### src/rtl/snoop_bus_if.sv
// ---------------------------------------------------------------------------
// snoop_bus_if
// Bus between three processor caches and the snooping bus controller.
//   Request side : req[3], req_op[3][2], req_addr[3][ADDR_W]      (cache -> ctrl)
//   Completion   : ack[3] one-hot strobe, rdata, rshared          (ctrl -> cache)
//   Snoop bcast  : snoop_valid, snoop_op, snoop_addr, snoop_src   (ctrl -> cache)
//   Snoop reply  : snoop_hit[3], snoop_dirty[3], snoop_wdata[3]   (cache -> ctrl)
// The controller connects through the slave modport, the caches (or the
// bench) through the master modport.
// ---------------------------------------------------------------------------
interface snoop_bus_if #(
   parameter int ADDR_W = 5,
   parameter int DATA_W = 8
);
   logic [2:0]                   req;
   logic [2:0][1:0]              req_op;
   logic [2:0][ADDR_W-1:0]       req_addr;
   logic [2:0]                   ack;
   logic [DATA_W-1:0]            rdata;
   logic                         rshared;
   logic                         snoop_valid;
   logic [1:0]                   snoop_op;
   logic [ADDR_W-1:0]            snoop_addr;
   logic [1:0]                   snoop_src;
   logic [2:0]                   snoop_hit;
   logic [2:0]                   snoop_dirty;
   logic [2:0][DATA_W-1:0]       snoop_wdata;

   modport slave (
      input  req, req_op, req_addr, snoop_hit, snoop_dirty, snoop_wdata,
      output ack, rdata, rshared, snoop_valid, snoop_op, snoop_addr, snoop_src
   );

   modport master (
      output req, req_op, req_addr, snoop_hit, snoop_dirty, snoop_wdata,
      input  ack, rdata, rshared, snoop_valid, snoop_op, snoop_addr, snoop_src
   );
endinterface

### src/rtl/snoop_bus_ctrl.sv
// ---------------------------------------------------------------------------
// snoop_bus_ctrl
// Snooping bus controller for three caches sharing one backing memory.
// One transaction at a time: round-robin grant, one-cycle snoop broadcast,
// collect hit/dirty replies, then either take a dirty owner's write-back
// (which also updates memory), read memory, or complete directly.
// Ports:
//   clock    : rising-edge system clock
//   reset_n  : asynchronous active-low reset
//   bus      : snoop_bus_if.slave (requests, completion, snoop broadcast/reply)
// All outputs on bus are driven straight from flops.
// ---------------------------------------------------------------------------
module snoop_bus_ctrl #(
   parameter int ADDR_W = 5,
   parameter int DATA_W = 8
) (
   input  logic        clock,
   input  logic        reset_n,
   snoop_bus_if.slave  bus
);

   localparam int         DEPTH   = 2**ADDR_W;
   localparam logic [1:0] OP_READ = 2'd0;

   typedef enum logic [2:0] {IDLE, SNOOP, COLLECT, WB, MEM, DONE} state_e;

   state_e              state_q, state_d;
   logic [1:0]          id_q, id_d;
   logic [1:0]          op_q, op_d;
   logic [ADDR_W-1:0]   addr_q, addr_d;
   logic [1:0]          last_grant_q, last_grant_d;
   logic                hit_any_q, hit_any_d;
   logic [2:0]          dirty_q, dirty_d;
   logic [DATA_W-1:0]   rdata_q, rdata_d;
   logic [2:0]          ack_q, ack_d;
   logic                snoop_valid_q, snoop_valid_d;
   logic                rshared_q, rshared_d;
   logic [DATA_W-1:0]   mem_q [DEPTH];

   logic                grant_found;
   logic [1:0]          grant_id;
   logic [1:0]          cand;
   logic [2:0]          src_mask;
   logic [2:0]          hit_m;
   logic [2:0]          dirty_m;
   logic [1:0]          wb_id;
   logic [DATA_W-1:0]   wb_data;
   logic                mem_we;

   function automatic logic [1:0] next_idx(input logic [1:0] i);
      return (i == 2'd2) ? 2'd0 : i + 2'd1;
   endfunction

   // Round-robin arbiter: search starts just after the last granted requester.
   always_comb begin
      // NOTE: every variable assigned in always_comb gets a default first so no latch is inferred.
      grant_found = 1'b0;
      grant_id    = 2'd0;
      cand        = next_idx(last_grant_q);
      for (int k = 0; k < 3; k++) begin
         if (!grant_found && bus.req[cand]) begin
            grant_found = 1'b1;
            grant_id    = cand;
         end
         cand = next_idx(cand);
      end
   end

   // The requester's own cache never answers its own snoop.
   assign src_mask = ~(3'b001 << id_q);
   assign hit_m    = bus.snoop_hit   & src_mask;
   assign dirty_m  = bus.snoop_dirty & src_mask;

   // Lowest-index dirty owner supplies the write-back data.
   always_comb begin
      wb_id = 2'd0;
      for (int k = 2; k >= 0; k--) begin
         if (dirty_q[k]) wb_id = 2'(k);
      end
   end

   assign wb_data = bus.snoop_wdata[wb_id];

   always_comb begin
      state_d      = state_q;
      id_d         = id_q;
      op_d         = op_q;
      addr_d       = addr_q;
      last_grant_d = last_grant_q;
      hit_any_d    = hit_any_q;
      dirty_d      = dirty_q;
      rdata_d      = rdata_q;
      mem_we       = 1'b0;
      unique case (state_q)
         IDLE: begin
            if (grant_found) begin
               state_d = SNOOP;
               id_d    = grant_id;
               op_d    = bus.req_op[grant_id];
               addr_d  = bus.req_addr[grant_id];
            end
         end
         SNOOP:   state_d = COLLECT;
         COLLECT: begin
            hit_any_d = |hit_m;
            dirty_d   = dirty_m;
            if (|dirty_m)             state_d = WB;
            else if (op_q == OP_READ) state_d = MEM;
            else                      state_d = DONE;
         end
         WB: begin
            mem_we  = 1'b1;
            rdata_d = wb_data;
            state_d = DONE;
         end
         MEM: begin
            rdata_d = mem_q[addr_q];
            state_d = DONE;
         end
         DONE: begin
            last_grant_d = id_q;
            state_d      = IDLE;
         end
         default: state_d = IDLE;
      endcase

      // Strobes are registered from the next state so they are high exactly
      // during the SNOOP / DONE cycle. A write that leaves COLLECT for DONE is
      // never a read, so the stale hit_any_q there cannot leak into rshared.
      snoop_valid_d = (state_d == SNOOP);
      ack_d         = (state_d == DONE) ? (3'b001 << id_d) : 3'b000;
      rshared_d     = (state_d == DONE) && (op_d == OP_READ) && hit_any_d;
   end

   always_ff @(posedge clock or negedge reset_n) begin
      if (!reset_n) begin
         state_q       <= IDLE;
         id_q          <= 2'd0;
         op_q          <= 2'd0;
         addr_q        <= '0;
         last_grant_q  <= 2'd2;   // processor 0 wins the first arbitration
         hit_any_q     <= 1'b0;
         dirty_q       <= 3'b000;
         rdata_q       <= '0;
         ack_q         <= 3'b000;
         snoop_valid_q <= 1'b0;
         rshared_q     <= 1'b0;
      end else begin
         // NOTE: state uses non-blocking assignments so all flops update from pre-edge values.
         state_q       <= state_d;
         id_q          <= id_d;
         op_q          <= op_d;
         addr_q        <= addr_d;
         last_grant_q  <= last_grant_d;
         hit_any_q     <= hit_any_d;
         dirty_q       <= dirty_d;
         rdata_q       <= rdata_d;
         ack_q         <= ack_d;
         snoop_valid_q <= snoop_valid_d;
         rshared_q     <= rshared_d;
      end
   end

   // NOTE: the memory is cleared by reset, so it is built from flops rather than a RAM macro.
   always_ff @(posedge clock or negedge reset_n) begin
      if (!reset_n) begin
         for (int i = 0; i < DEPTH; i++) mem_q[i] <= '0;
      end else if (mem_we) begin
         mem_q[addr_q] <= wb_data;
      end
   end

   assign bus.ack         = ack_q;
   assign bus.rdata       = rdata_q;
   assign bus.rshared     = rshared_q;
   assign bus.snoop_valid = snoop_valid_q;
   assign bus.snoop_op    = op_q;
   assign bus.snoop_addr  = addr_q;
   assign bus.snoop_src   = id_q;

endmodule

### src/flat_wrapper.sv
// flat-port wrapper written by rule: the top's interface ports become plain ports
module snoop_bus_ctrl_flat 
#(
   parameter int ADDR_W = 5,
   parameter int DATA_W = 8
)
  (clock, reset_n, bus_req, bus_req_op, bus_req_addr, bus_snoop_hit, bus_snoop_dirty, bus_snoop_wdata, bus_ack, bus_rdata, bus_rshared, bus_snoop_valid, bus_snoop_op, bus_snoop_addr, bus_snoop_src);
  snoop_bus_if #(.ADDR_W(ADDR_W), .DATA_W(DATA_W)) bus_i ();
  input  logic clock;
  input  logic reset_n;
  input wire logic [$bits(bus_i.req)-1:0] bus_req;
  input wire logic [$bits(bus_i.req_op)-1:0] bus_req_op;
  input wire logic [$bits(bus_i.req_addr)-1:0] bus_req_addr;
  input wire logic [$bits(bus_i.snoop_hit)-1:0] bus_snoop_hit;
  input wire logic [$bits(bus_i.snoop_dirty)-1:0] bus_snoop_dirty;
  input wire logic [$bits(bus_i.snoop_wdata)-1:0] bus_snoop_wdata;
  output wire logic [$bits(bus_i.ack)-1:0] bus_ack;
  output wire logic [$bits(bus_i.rdata)-1:0] bus_rdata;
  output wire logic [$bits(bus_i.rshared)-1:0] bus_rshared;
  output wire logic [$bits(bus_i.snoop_valid)-1:0] bus_snoop_valid;
  output wire logic [$bits(bus_i.snoop_op)-1:0] bus_snoop_op;
  output wire logic [$bits(bus_i.snoop_addr)-1:0] bus_snoop_addr;
  output wire logic [$bits(bus_i.snoop_src)-1:0] bus_snoop_src;
  assign bus_i.req = bus_req;
  assign bus_i.req_op = bus_req_op;
  assign bus_i.req_addr = bus_req_addr;
  assign bus_i.snoop_hit = bus_snoop_hit;
  assign bus_i.snoop_dirty = bus_snoop_dirty;
  assign bus_i.snoop_wdata = bus_snoop_wdata;
  assign bus_ack = bus_i.ack;
  assign bus_rdata = bus_i.rdata;
  assign bus_rshared = bus_i.rshared;
  assign bus_snoop_valid = bus_i.snoop_valid;
  assign bus_snoop_op = bus_i.snoop_op;
  assign bus_snoop_addr = bus_i.snoop_addr;
  assign bus_snoop_src = bus_i.snoop_src;
  snoop_bus_ctrl #(.ADDR_W(ADDR_W), .DATA_W(DATA_W)) u_core (.clock(clock), .reset_n(reset_n), .bus(bus_i));
endmodule
### config.mk
export PLATFORM = sky130hd
export DESIGN_NAME = snoop_bus_ctrl_flat
export DESIGN_NICKNAME = d
export VERILOG_FILES = /design/src/rtl/snoop_bus_if.sv /design/src/rtl/snoop_bus_ctrl.sv /design/src/flat_wrapper.sv
export SDC_FILE = /design/constraint.sdc
export NUM_CORES = 1
export LEC_CHECK = 0
export ABC_AREA = 1
export CAP_MARGIN = 20
export CELL_PAD_IN_SITES_DETAIL_PLACEMENT = 1
export CELL_PAD_IN_SITES_GLOBAL_PLACEMENT = 1
export CORE_ASPECT_RATIO = 0.9
export CORE_MARGIN = 4
export CORE_UTILIZATION = 46
export DETAILED_ROUTE_END_ITERATION = 8
export PLACE_DENSITY_LB_ADDON = 0.1
export SKIP_LAST_GASP = 1
export SYNTH_ARGS = -nofsm -noshare
export SYNTH_HDL_FRONTEND = slang
export SYNTH_SLANG_ARGS = --single-unit
### constraint.sdc
create_clock -name clock -period 2.6 [get_ports clock]
set_input_delay 0.39 -clock clock [delete_from_list [all_inputs] [get_ports clock]]
set_output_delay 0.39 -clock clock [all_outputs]
set_load 0.01 [all_outputs]
== Word-level counts from Yosys, hierarchy flattened ==
Index checks and enable logic that the tools add are counted.
Operators by class
  add/subtract/negate cells: 3
  order comparisons: 7
  eq/ne operators: 10
  shift-type cells: 2
  muxes and demuxes: 42
  bitwise gates (word level): 4
  reduce and logical (&&, ||, !) cells: 15
Operators with widths (count)
  256-bit bitwise mux: 1
  8-bit binary-select mux with 5-bit select: 1
  8-bit demux with 5-bit select: 1
  8-bit 2-to-1 mux: 4
  2-bit 2-to-1 mux: 14
  8-bit binary-select mux with 2-bit select: 1
  8-bit one-hot mux with 2 select lines: 1
  2-bit by 3-bit less-than comparator with 1-bit output, second input constant: 5
  3-bit one-hot mux with 4 select lines: 1
  5-bit binary-select mux with 2-bit select: 1
  3-bit equality test, second input constant: 3
  1-bit 2-to-1 mux: 9
  3-bit 2-to-1 mux: 3
  2-bit by 1-bit adder with 2-bit output, second input constant: 3
  3-bit bitwise AND: 2
  1-bit binary-select mux with 2-bit select: 3
  2-bit equality test, second input constant: 3
  3-bit by 1-bit equality test with 1-bit output, second input constant: 2
  3-bit by 2-bit equality test with 1-bit output, second input constant: 2
  6-bit greater-or-equal comparator, second input constant: 1
  6-bit by 1-bit less-than comparator with 1-bit output, second input constant: 1
  5-bit NOT with 6-bit output: 1
  3-bit OR reduction: 2
  1-bit by 2-bit left shift with 3-bit output, first input constant: 2
  other kinds (10): 16
Word-level totals
  register bits: 287
  bits of input ports: 56
  output and inout bits: 22
  logic and storage cells: 126

== Logic depth before layout (Yosys ltp) ==
Gate-level depths: netlist (run 1).
  word-level depth: 18
  depth in mapped cells: 13
  gate-level depth less buffers: 12

== Least setup slack after synthesis (run 1) ==
No wires, ideal clock.
  path kind: flip-flop to flip-flop
  start point: register u_core.last_grant_q[1]
  end point: register u_core.rshared_q (netlist: u_core.bus.rshared)
  setup time: 117 ps
  data arrival time: 1741 ps
  required time: 2483 ps
  path slack: 742 ps
  stages on the path, launching flop included: 13
  buffers on the path: 1
  clock period less this slack: 1858 ps
  path through: dfstp_2 -> buf_2 -> inv_2 -> nand3_1 -> nand3_2 -> nand2_1 -> nand2_1 -> nand2_1 -> nand2_2 -> nor2_1 -> nand3_1 -> nand3_1 -> nor2_1
Between the ends
  cells in the longest elaborated chain, start to end: 18
  elaborated cells between the ends (all ways): 35
  classes of those cells: add/sub (3); eq/ne (4); mux (21); reduce/logical (7)
RTL lines
  from (decl): line snoop_bus_ctrl.sv:31  | logic [1:0] last_grant_q, last_grant_d;
  from (signal assigned): line snoop_bus_ctrl.sv:154  | last_grant_q <= last_grant_d;
  2-bit by 1-bit adder with 2-bit output or 2-bit equality test (tied branches): line snoop_bus_ctrl.sv:51  | return (i == 2'd2) ? 2'd0 : i + 2'd1;
  2-bit 2-to-1 mux (*): line snoop_bus_ctrl.sv:51
  parallel branches: the longest is 14 deep, another holds 2-bit by 1-bit adder with 2-bit output
  1-bit logical AND (*) (2 in a row): line snoop_bus_ctrl.sv:132  | rshared_d = (state_d == DONE) && (op_d == OP_READ) && hit_any_d;
  named net u_core.rshared_d: line snoop_bus_ctrl.sv:37  | logic rshared_q, rshared_d;
  to (signal assigned): line snoop_bus_ctrl.sv:160  | rshared_q <= rshared_d;
  to (decl): line snoop_bus_ctrl.sv:37
Mark *: on every way through the listed nets, which the timed path passes. The select of a mux whose other input is x is not followed.
A chain may end at the register's enable or synchronous reset.

== Worst setup path in the final report (run 1) ==
  start point: register u_core.dirty_q[0]
  end point: register u_core.mem_q[101] (netlist bit)
Between the ends
  cells in the longest elaborated chain, start to end: 4
RTL lines
  from (decl): line snoop_bus_ctrl.sv:33  | logic [2:0] dirty_q, dirty_d;
  from (signal assigned): line snoop_bus_ctrl.sv:156  | dirty_q <= dirty_d;
  2-bit 2-to-1 mux: line snoop_bus_ctrl.sv:78  | if (dirty_q[k]) wb_id = 2'(k);
  8-bit binary-select mux with 2-bit select: line snoop_bus_ctrl.sv:82  | assign wb_data = bus.snoop_wdata[wb_id];
  8-bit 2-to-1 mux (implied by the code): line snoop_bus_ctrl.sv:82
  256-bit bitwise mux: line snoop_bus_ctrl.sv:169  | mem_q[addr_q] <= wb_data;
  to (signal, indexed assignment): line snoop_bus_ctrl.sv:169
  to (decl): line snoop_bus_ctrl.sv:38  | logic [DATA_W-1:0] mem_q [DEPTH];
Every way passes these cells. The select of a mux whose other input is x is not followed.

==> results of run 1 <==
-- path summary, 6_finish.rpt --
path	start	to	slack, ns	cells after the start
setup / recovery	u_core.dirty_q[0]	u_core.mem_q[101]	0.27	7
hold / removal	reset_n	u_core.mem_q[48]	0.38	2
setup reg to reg	u_core.dirty_q[0]	u_core.mem_q[101]	0.27	7
hold reg to reg	u_core.mem_q[87]	u_core.mem_q[87]	0.48	2
max in group asynchronous	reset_n	u_core.mem_q[194]	1.39	3
min in group clock	bus_req_addr[11]	u_core.bus.snoop_addr[1]	0.45	3
-- per-stage QoR --
step	hold WS, ns	worst slack (ns)	cell area (um2)
after floorplan	0.0944	0.742	13100
after global placement	0.389	0.405	14500
after detailed placement	0.387	0.176	14500
after CTS	0.404	0.296	15600
after global routing	0.415	0.147	15600
final	0.377	0.271	15600
-- flip-flops by register name, summed over array words and instances (netlist names) --
name and count:
u_core.state_q 3, u_core.bus.snoop_valid 1, u_core.bus.snoop_addr 5, u_core.bus.snoop_op 2, u_core.bus.rshared 1, u_core.bus.snoop_src 2
u_core.bus.rdata 8, u_core.dirty_q 3, u_core.bus.ack 3, u_core.mem_q 256, u_core.hit_any_q 1, u_core.last_grant_q 2
-- area by class of cell --
type	instances	area, um2	share of cell area
sequential	287	7180	0.461
multi-input combinational	1055	5280	0.339
timing repair buffer	129	1280	0.0822
clock buffer	45	928	0.0596
tap	360	450	0.0289
inverter	84	320	0.0206
clock inverter	12	135	0.00867
-- timing repair --
action                                 4_1_cts  5_1_grt
endpoints found under the hold margin       60        0
buffers inserted                             0        0
hold buffers                                 1        0
-- kinds of logic after synthesis --
group / Yosys count / share of synthesized area
buf+inv: 172 / 0.0556
simple gates: 629 / 0.206
compound gates: 426 / 0.190
flops: 287 / 0.549
-- power by group through the flow --
stage / registers [uW] / clock network [uW] / logic, uW
2_1_floorplan: 6970 / 0 / 5300
3_3_place_gp: 7110 / 0 / 8400
3_5_place_dp: 7170 / 0 / 8670
4_1_cts: 7140 / 4660 / 8750
5_1_grt: 7350 / 4900 / 9660
6_report: 7150 / 4580 / 8730
-- critical path: stages (launching register included) --
cell and delay, ns:
sky130_fd_sc_hd__dfrtp_1 0.44, sky130_fd_sc_hd__nor2_4 0.49, sky130_fd_sc_hd__inv_2 0.17, sky130_fd_sc_hd__nand2_1 0.10, sky130_fd_sc_hd__nor2_1 0.06, sky130_fd_sc_hd__a221oi_4 0.37
sky130_fd_sc_hd__buf_4 0.39, sky130_fd_sc_hd__o21ai_0 0.13
-- cells in the mapped netlist, types with 8 or more instances --
library cell and instances:
sky130_fd_sc_hd__a21oi_1 139, sky130_fd_sc_hd__a221oi_2 8, sky130_fd_sc_hd__a22oi_1 92, sky130_fd_sc_hd__buf_1 11
sky130_fd_sc_hd__buf_2 41, sky130_fd_sc_hd__clkbuf_1 32, sky130_fd_sc_hd__dfrtp_1 286, sky130_fd_sc_hd__inv_1 70
sky130_fd_sc_hd__inv_2 12, sky130_fd_sc_hd__nand2_1 375, sky130_fd_sc_hd__nand3_1 29, sky130_fd_sc_hd__nand4_1 14
sky130_fd_sc_hd__nor2_1 162, sky130_fd_sc_hd__nor2_2 13, sky130_fd_sc_hd__o21ai_0 166, sky130_fd_sc_hd__o22ai_1 8
-- layout by cell type, fill, tap and decap left out, types with 13 or more instances in the layout --
cell	instances
sky130_fd_sc_hd__nand2_1	375
sky130_fd_sc_hd__dfrtp_1	286
sky130_fd_sc_hd__o21ai_0	166
sky130_fd_sc_hd__nor2_1	160
sky130_fd_sc_hd__a21oi_1	139
sky130_fd_sc_hd__a22oi_1	92
sky130_fd_sc_hd__clkdlybuf4s50_1	76
sky130_fd_sc_hd__inv_1	69
sky130_fd_sc_hd__buf_4	42
sky130_fd_sc_hd__clkbuf_16	31
sky130_fd_sc_hd__nand3_1	29
sky130_fd_sc_hd__nand4_1	14
sky130_fd_sc_hd__nor2_2	13
-- per-layer routing --
metal / up-vias / GRT usage / wire, um
met2: 231 / 0.436 / 19500
met5: - / 0 / 0
li1: 5211 / - / -
met1: 5577 / 0.366 / 18100
met4: 0 / 0.0757 / 1290
met3: 78 / 0.0415 / 1840
==> results.md, run 1 <==
- At the end of the flow, the number of nets in the layout was 1644.
- At the worst endpoint, the arrival time is 2.73 ns.
- The insertion delay to the later sink of the worst-skew pair is 0.57 ns.
- For this run the aggregate overflow at the end of global routing stands at 0.
- The total power is 20500 uW.
- The count of max-cap constraint violations is 0.
- Summing over every cut layer, the via total after detailed routing is 11100.
- The post-synthesis to final-layout area growth is 19.0%.
- In this run the clock root is driven by a sky130_fd_sc_hd__clkbuf_16.
- The core region is 28000 um2.
- The first global-routing pass estimated 66200 um of wire.
- Static timing analysis puts the maximum clock frequency at 429 MHz.
- After detailed routing, the number of remaining DRC violations is 0.
- The number of failing hold endpoints at the final stage is 0.
- The initial antenna violation count is 0.
- A synthesized cell averages 8.65 um2.
- The share of layout cells above drive strength 1 is 0.105.
- The violation count after the first detailed-routing iteration is 631.
- The flow ran to the end, and the final reports show no timing, DRC or antenna violations.
- The repair_antennas step left the layout with diodes totalling 0.
- In the final timing run, aggregate negative setup slack is 0 ns.
- The count of TritonRoute iterations in the first routing pass is 5.
- Clock tree synthesis inserted a total of 31 buffers.
- Along the worst path, the maximum fanout reaches 28.
- Counting flops with a built-in enable in the synthesized netlist gives 0.
- The number of different library cells used by synthesis comes to 36.
- The largest buffer count on any clock path is 3.
- The via count normalized by instance count is 5.63.
- In the finished design, the share of the clock period the worst path needs comes to 0.896.
- Once placement completed, the tool counted placed cells totaling 1914.
- The number of gates resized after CTS was 0.
- The power density of the placed cells is 1310 nW/um2.
- Summed over all instances, the cell type with the most area after synthesis is sky130_fd_sc_hd__dfrtp_1.
- The number of primary I/O pins is 78.
- The count of cells in the finished layout, fillers not included, comes to 1972.
- In this run the worst hold path is classified as in2async.
- The analysis attributes to net switching a power of 8530 uW.
- STA classifies the critical path endpoint as a register.
- The worst setup path is launched from a register.
- The effective utilization at floorplan is 0.467.
- The sequential share of power is 0.349.
- The floorplan has 58 rows.
- The number of nets handed over by synthesis was 1570.
- The deepest level of the CTS H-tree is 1.
- The clock slew at the register clock pins of the worst setup and hold paths is 0.06 ns.
- The fraction of post-synthesis cell area in the top cell type by area is 0.547.
- The synthesized netlist occupies a cell area of 13100 um2.
- The cell count after synthesis came out at 1514.
- The max-slew violation count is 0.
- The total wire length after detailed routing is 40800 um.
- The critical path is of the reg2reg type.
- After layout, the minimum clock period comes to 2.33 ns.
- The worst endpoint required time is 3.01 ns.
- By area the synthesized netlist is led by sky130_fd_sc_hd__dfrtp_1 55%, sky130_fd_sc_hd__nand2_1 11%, sky130_fd_sc_hd__o21ai_0 6.3%, sky130_fd_sc_hd__a21oi_1 5.3%, sky130_fd_sc_hd__a22oi_1 5.3%.
- The portion of total power attributed to the clock network is 0.224.
- The count of nets left with antenna violations after detail routing is 0.
- IR analysis of the VDD net gives a maximum drop of 0.768 mV.
- Setup repair after global routing left no endpoint under its margin.
- The synthesized design contains 287 register bits.
- The CTS tree is yes.
- The die is 168 um tall.
- The die covers 31200 um2.
- In the synthesized netlist the dominant register cell turns out to be sky130_fd_sc_hd__dfrtp_1.
- In the final routed layout, each cell accounts on average for 20.7 um.
- In this run the tool buffered the top-level ports with 77 buffer cells.
- For this design, the sink count on the clock tree is 287.
- The die is 186 um wide.
- The share of total power dissipated in combinational logic is 0.427.
- Setup violations remaining at the end of the flow were counted as 0.
- At the end of the flow the core is filled with cells to 0.556.
- The leakage power is 0.00690 uW.
- For the pin with the worst max-slew slack, the measured transition is 0.710 ns.
- Counting the fill cells in the layout gives 3289.
- Once detailed placement completed, the half-perimeter wirelength came to 27000 um.
- The share of the Yosys chip area taken by registers is 0.549.
- The number of global-route vias before repair is 11900.
- The final RePlAce weighted congestion is 0.837.
- The maximum clock skew at final layout is 0.0183 ns.
- Entering global routing, the biggest net connects 67 pins.
- In the global route stage, overall resource usage came out at 0.265.
- The internal portion of the total power is 11900 uW.
- In the synthesized netlist the async set-or-reset flop fraction comes to 1.00.
- Of the total power, the share spent switching nets is 0.417.
- In this run the tightest slew margin relative to its limit is 0.526.
- Yosys printed 0 warnings.
No activity file was read; power rests on OpenSTA's default activity.
==> inputs of run 2 (changes only) <==
--- a/config.mk
+++ b/config.mk
@@ -13,7 +13,9 @@
 export CORE_MARGIN = 4
 export CORE_UTILIZATION = 46
 export DETAILED_ROUTE_END_ITERATION = 8
-export PLACE_DENSITY_LB_ADDON = 0.1
+export PLACE_DENSITY_LB_ADDON = 0.2
+export REMOVE_ABC_BUFFERS = 1
+export SETUP_SLACK_MARGIN = 0.4
 export SKIP_LAST_GASP = 1
 export SYNTH_ARGS = -nofsm -noshare
 export SYNTH_HDL_FRONTEND = slang
==> results.md, run 2 (synthesis results as in run 1) <==
- The run finished with clean final reports.
- The minimum hold slack is 0.435 ns (+0.0577 ns).
- The final RePlAce weighted congestion is 0.857 (+2.4%).
- The maximum clock skew at final layout is 0.0163 ns (-0.00199 ns).
- The worst setup path category is reg2reg.
- The number of buffers inserted during clock tree synthesis is 30 (-3.2%).
- The final-report setup violation count came to 0 (unchanged).
- The top achievable clock speed was 465 MHz (+8.3%).
- The critical path's top delay family is buffers and inverters.
- The critical path goes through inv_1 -> nor2_4 -> inv_1 -> nor2_2 -> inv_2 -> nor2_2 -> buf_4 -> nor2_1 -> a21oi_1.
- The half-perimeter wire length of the detailed placement result is 27800 um (+2.9%).
- The core region area was 28000 um2 (unchanged).
- The final routed DRC violation total is 0 (unchanged).
- The effective utilization at floorplan is 0.467 (unchanged).
- The library cells used most frequently in the layout, excluding fill and tap cells, are 367 x sky130_fd_sc_hd__nand2_1, 283 x sky130_fd_sc_hd__dfrtp_1, 165 x sky130_fd_sc_hd__o21ai_0.
- The library cell used most frequently in the layout, excluding fill and tap cells, is sky130_fd_sc_hd__nand2_1.
- The number of gates on the worst path with buffers counted is 9 (+2).
- The post-layout worst setup margin is 0.449 ns (+0.178 ns).
- The post-synthesis to final-layout area growth is 21.4%.
- The worst setup path is launched from a register.
- The worst register-to-register path ends at u_core.mem_q[206].
- The final worst-path cycle share came to 0.827 (-0.0685).
- The clock period minus final worst setup slack came to 2.15 ns (-0.178 ns).
- The power density of the placed cells is 1320 nW/um2 (+0.33%).
- The clock slew at the register clock pins of the worst setup and hold paths is 0.06 ns (about the same).
- The register with the highest flop count is u_core.mem_q.
- The number of flip-flops in the largest register came to 256 (unchanged).
- The worst endpoint data arrival time is 2.62 ns (-0.11 ns).
- The largest fanout on the critical path is 16 (-43%).
- The path class of the tightest hold or removal check is in2async.
- The width of the chip is 186 um (unchanged).
- The post-placement setup slack is 0.129 ns (-0.0473 ns).
- The routed length per placed instance is 21.7 um (+5.2%).
- The worst-case vdd ir drop is 1.02 mV (+33%).
- The total wire length after detailed routing is 43200 um (+6.0%).
- The combined buffer and inverter count along the critical path is 4 (+2).
- The number of fill cells in the layout came to 3221 (-2.1%).
- The global-route wire length before repair is 68100 um (+2.9%).
- The total inserted antenna cells is 0 (unchanged).
- The number of I/O port buffers is 77 (unchanged).
- The global routing usage summed across all routing layers was 0.275 (+0.00973).
- The total power is 20900 uW (+2.3%).
- The share of layout cells above drive strength 1 is 0.123 (+0.0180).
- The count of max-cap constraint violations is 0 (unchanged).
- Setup repair after global routing could not meet its margin everywhere.
- The internal reg-to-reg setup slack is 0.45 ns (+0.18 ns).
- The total number of placement rows is 58 (unchanged).
- The largest net degree at the start of global routing is 81 (+21%).
- The register cell area after layout is 7190 um2 (about the same).
- The cell with the largest stage delay on the worst path is sky130_fd_sc_hd__dfrtp_1.
- The reg-to-reg critical path startpoint is u_core.bus.snoop_addr[1].
- The endpoint type of the worst setup path is a register.
- The library cell used as clock root buffer is sky130_fd_sc_hd__clkbuf_16.
- The remaining global-route overflow is 0 (unchanged).
- The largest buffer count on any clock path is 3 (unchanged).
- The CTS tree is yes.
- The via count normalized by instance count is 5.79 (+2.8%).
- The number of primary I/O pins is 78 (unchanged).
- The via count was 11500 (+3.6%).
- The transition at the pin with the smallest max-transition slack is 0.724 ns (+0.0142 ns).
- The count of TritonRoute iterations in the first routing pass was 4 (-1).
- The leakage power is 0.00702 uW (+1.6%).
- The max-slew violation count is 0 (unchanged).
- The delay contributed by the slowest stage of the critical path is 0.44 ns (-0.05 ns).
- The final-stage net count was 1666 (+1.3%).
- The worst endpoint required time is 3.07 ns (+0.06 ns).
- The max-slew headroom at the worst pin is 0.517 (-0.00895).
- The number of global-route vias before repair came to 12200 (+2.5%).
- The area occupied by multi-input gates is 5340 um2 (+1.1%).
- The deepest level of the CTS H-tree is 1 (unchanged).
- The die footprint was 31200 um2 (unchanged).
- The depth of the worst register-to-register path was 9 (+2).
- The insertion delay to the later sink of the worst-skew pair is 0.56 ns (about the same).
- The count of nets left with antenna violations after detail routing is 0 (unchanged).
- The number of failing hold endpoints at the final stage is 0 (unchanged).
- The clock sink total is 287 (unchanged).
- The y dimension of the die is 168 um (unchanged).
- The initial antenna violation count is 0 (unchanged).
- The violation count after the first detailed-routing iteration was 874 (+39%).
- The final sum of negative setup slack came to 0 ns (unchanged).
-- run 2: changes by cell type in the layout (fill, tap and decap cells not counted), sizes merged --
| cell | change |
|---|---|
| clkinv | -9 |
| clkbuf | +2 |
| inv | +1 |
| bufinv | -2 |
| clkinvlp | +1 |
| buf | +23 |
-- run 2: per-layer routing --
layer | up-vias | GRT usage | wire length, um
met5 | - | 0 | 0
met4 | 0 | 0.0691 | 1100
met3 | 71 | 0.0331 | 2070
met2 | 301 | 0.460 | 21300
met1 | 5873 | 0.383 | 18700
li1 | 5257 | - | -
-- run 2: repair_timing --
item | 4_1_cts | 5_1_grt
buffers inserted | 4 | 10
endpoints found under the hold margin | 70 | 0
resized for setup | 4 | 20
endpoints found under the setup margin | 30 | 194
pin swaps | 0 | 5
hold buffers | 1 | 0
-- run 2: worst max path at each step --
stage                                   startpoint            endpoint  slack [ns]
after global routing      u_core.bus.snoop_addr[1]   u_core.mem_q[206]        0.38
after detailed placement                bus_req[1]   u_core.bus.ack[1]        0.13
after global placement                  bus_req[1]  u_core.bus.rshared        0.27
after floorplan           u_core.bus.snoop_addr[1]   u_core.mem_q[173]       -1.13
final                     u_core.bus.snoop_addr[1]   u_core.mem_q[206]        0.45
after CTS                        u_core.state_q[2]   u_core.mem_q[237]        0.38
-- run 2: layout make-up --
type	instances	share of cell area
sequential	287	0.452
multi-input combinational	1055	0.336
timing repair buffer	152	0.102
clock buffer	47	0.0583
tap	360	0.0283
inverter	84	0.0203
clock inverter	3	0.00268
-- run 2: power breakdown --
group	leakage [uW]	switching [uW]	total [uW]	internal [uW]
Combinational	0.00374	6030	9440	3400
Clock	0.000473	1760	4270	2510
Sequential	0.00281	1110	7230	6120
Total	0.00702	8900	20900	12000
-- run 2: through the flow --
stage | area (um2) | util | instances
6_report | 15900 | 0.567 | 1988
5_1_grt | 15900 | 0.567 | 1988
4_1_cts | 15700 | 0.562 | 1978
3_5_place_dp | 14700 | 0.524 | 1923
3_3_place_gp | 14700 | 0.524 | 1923
2_1_floorplan | 12700 | - | 1426
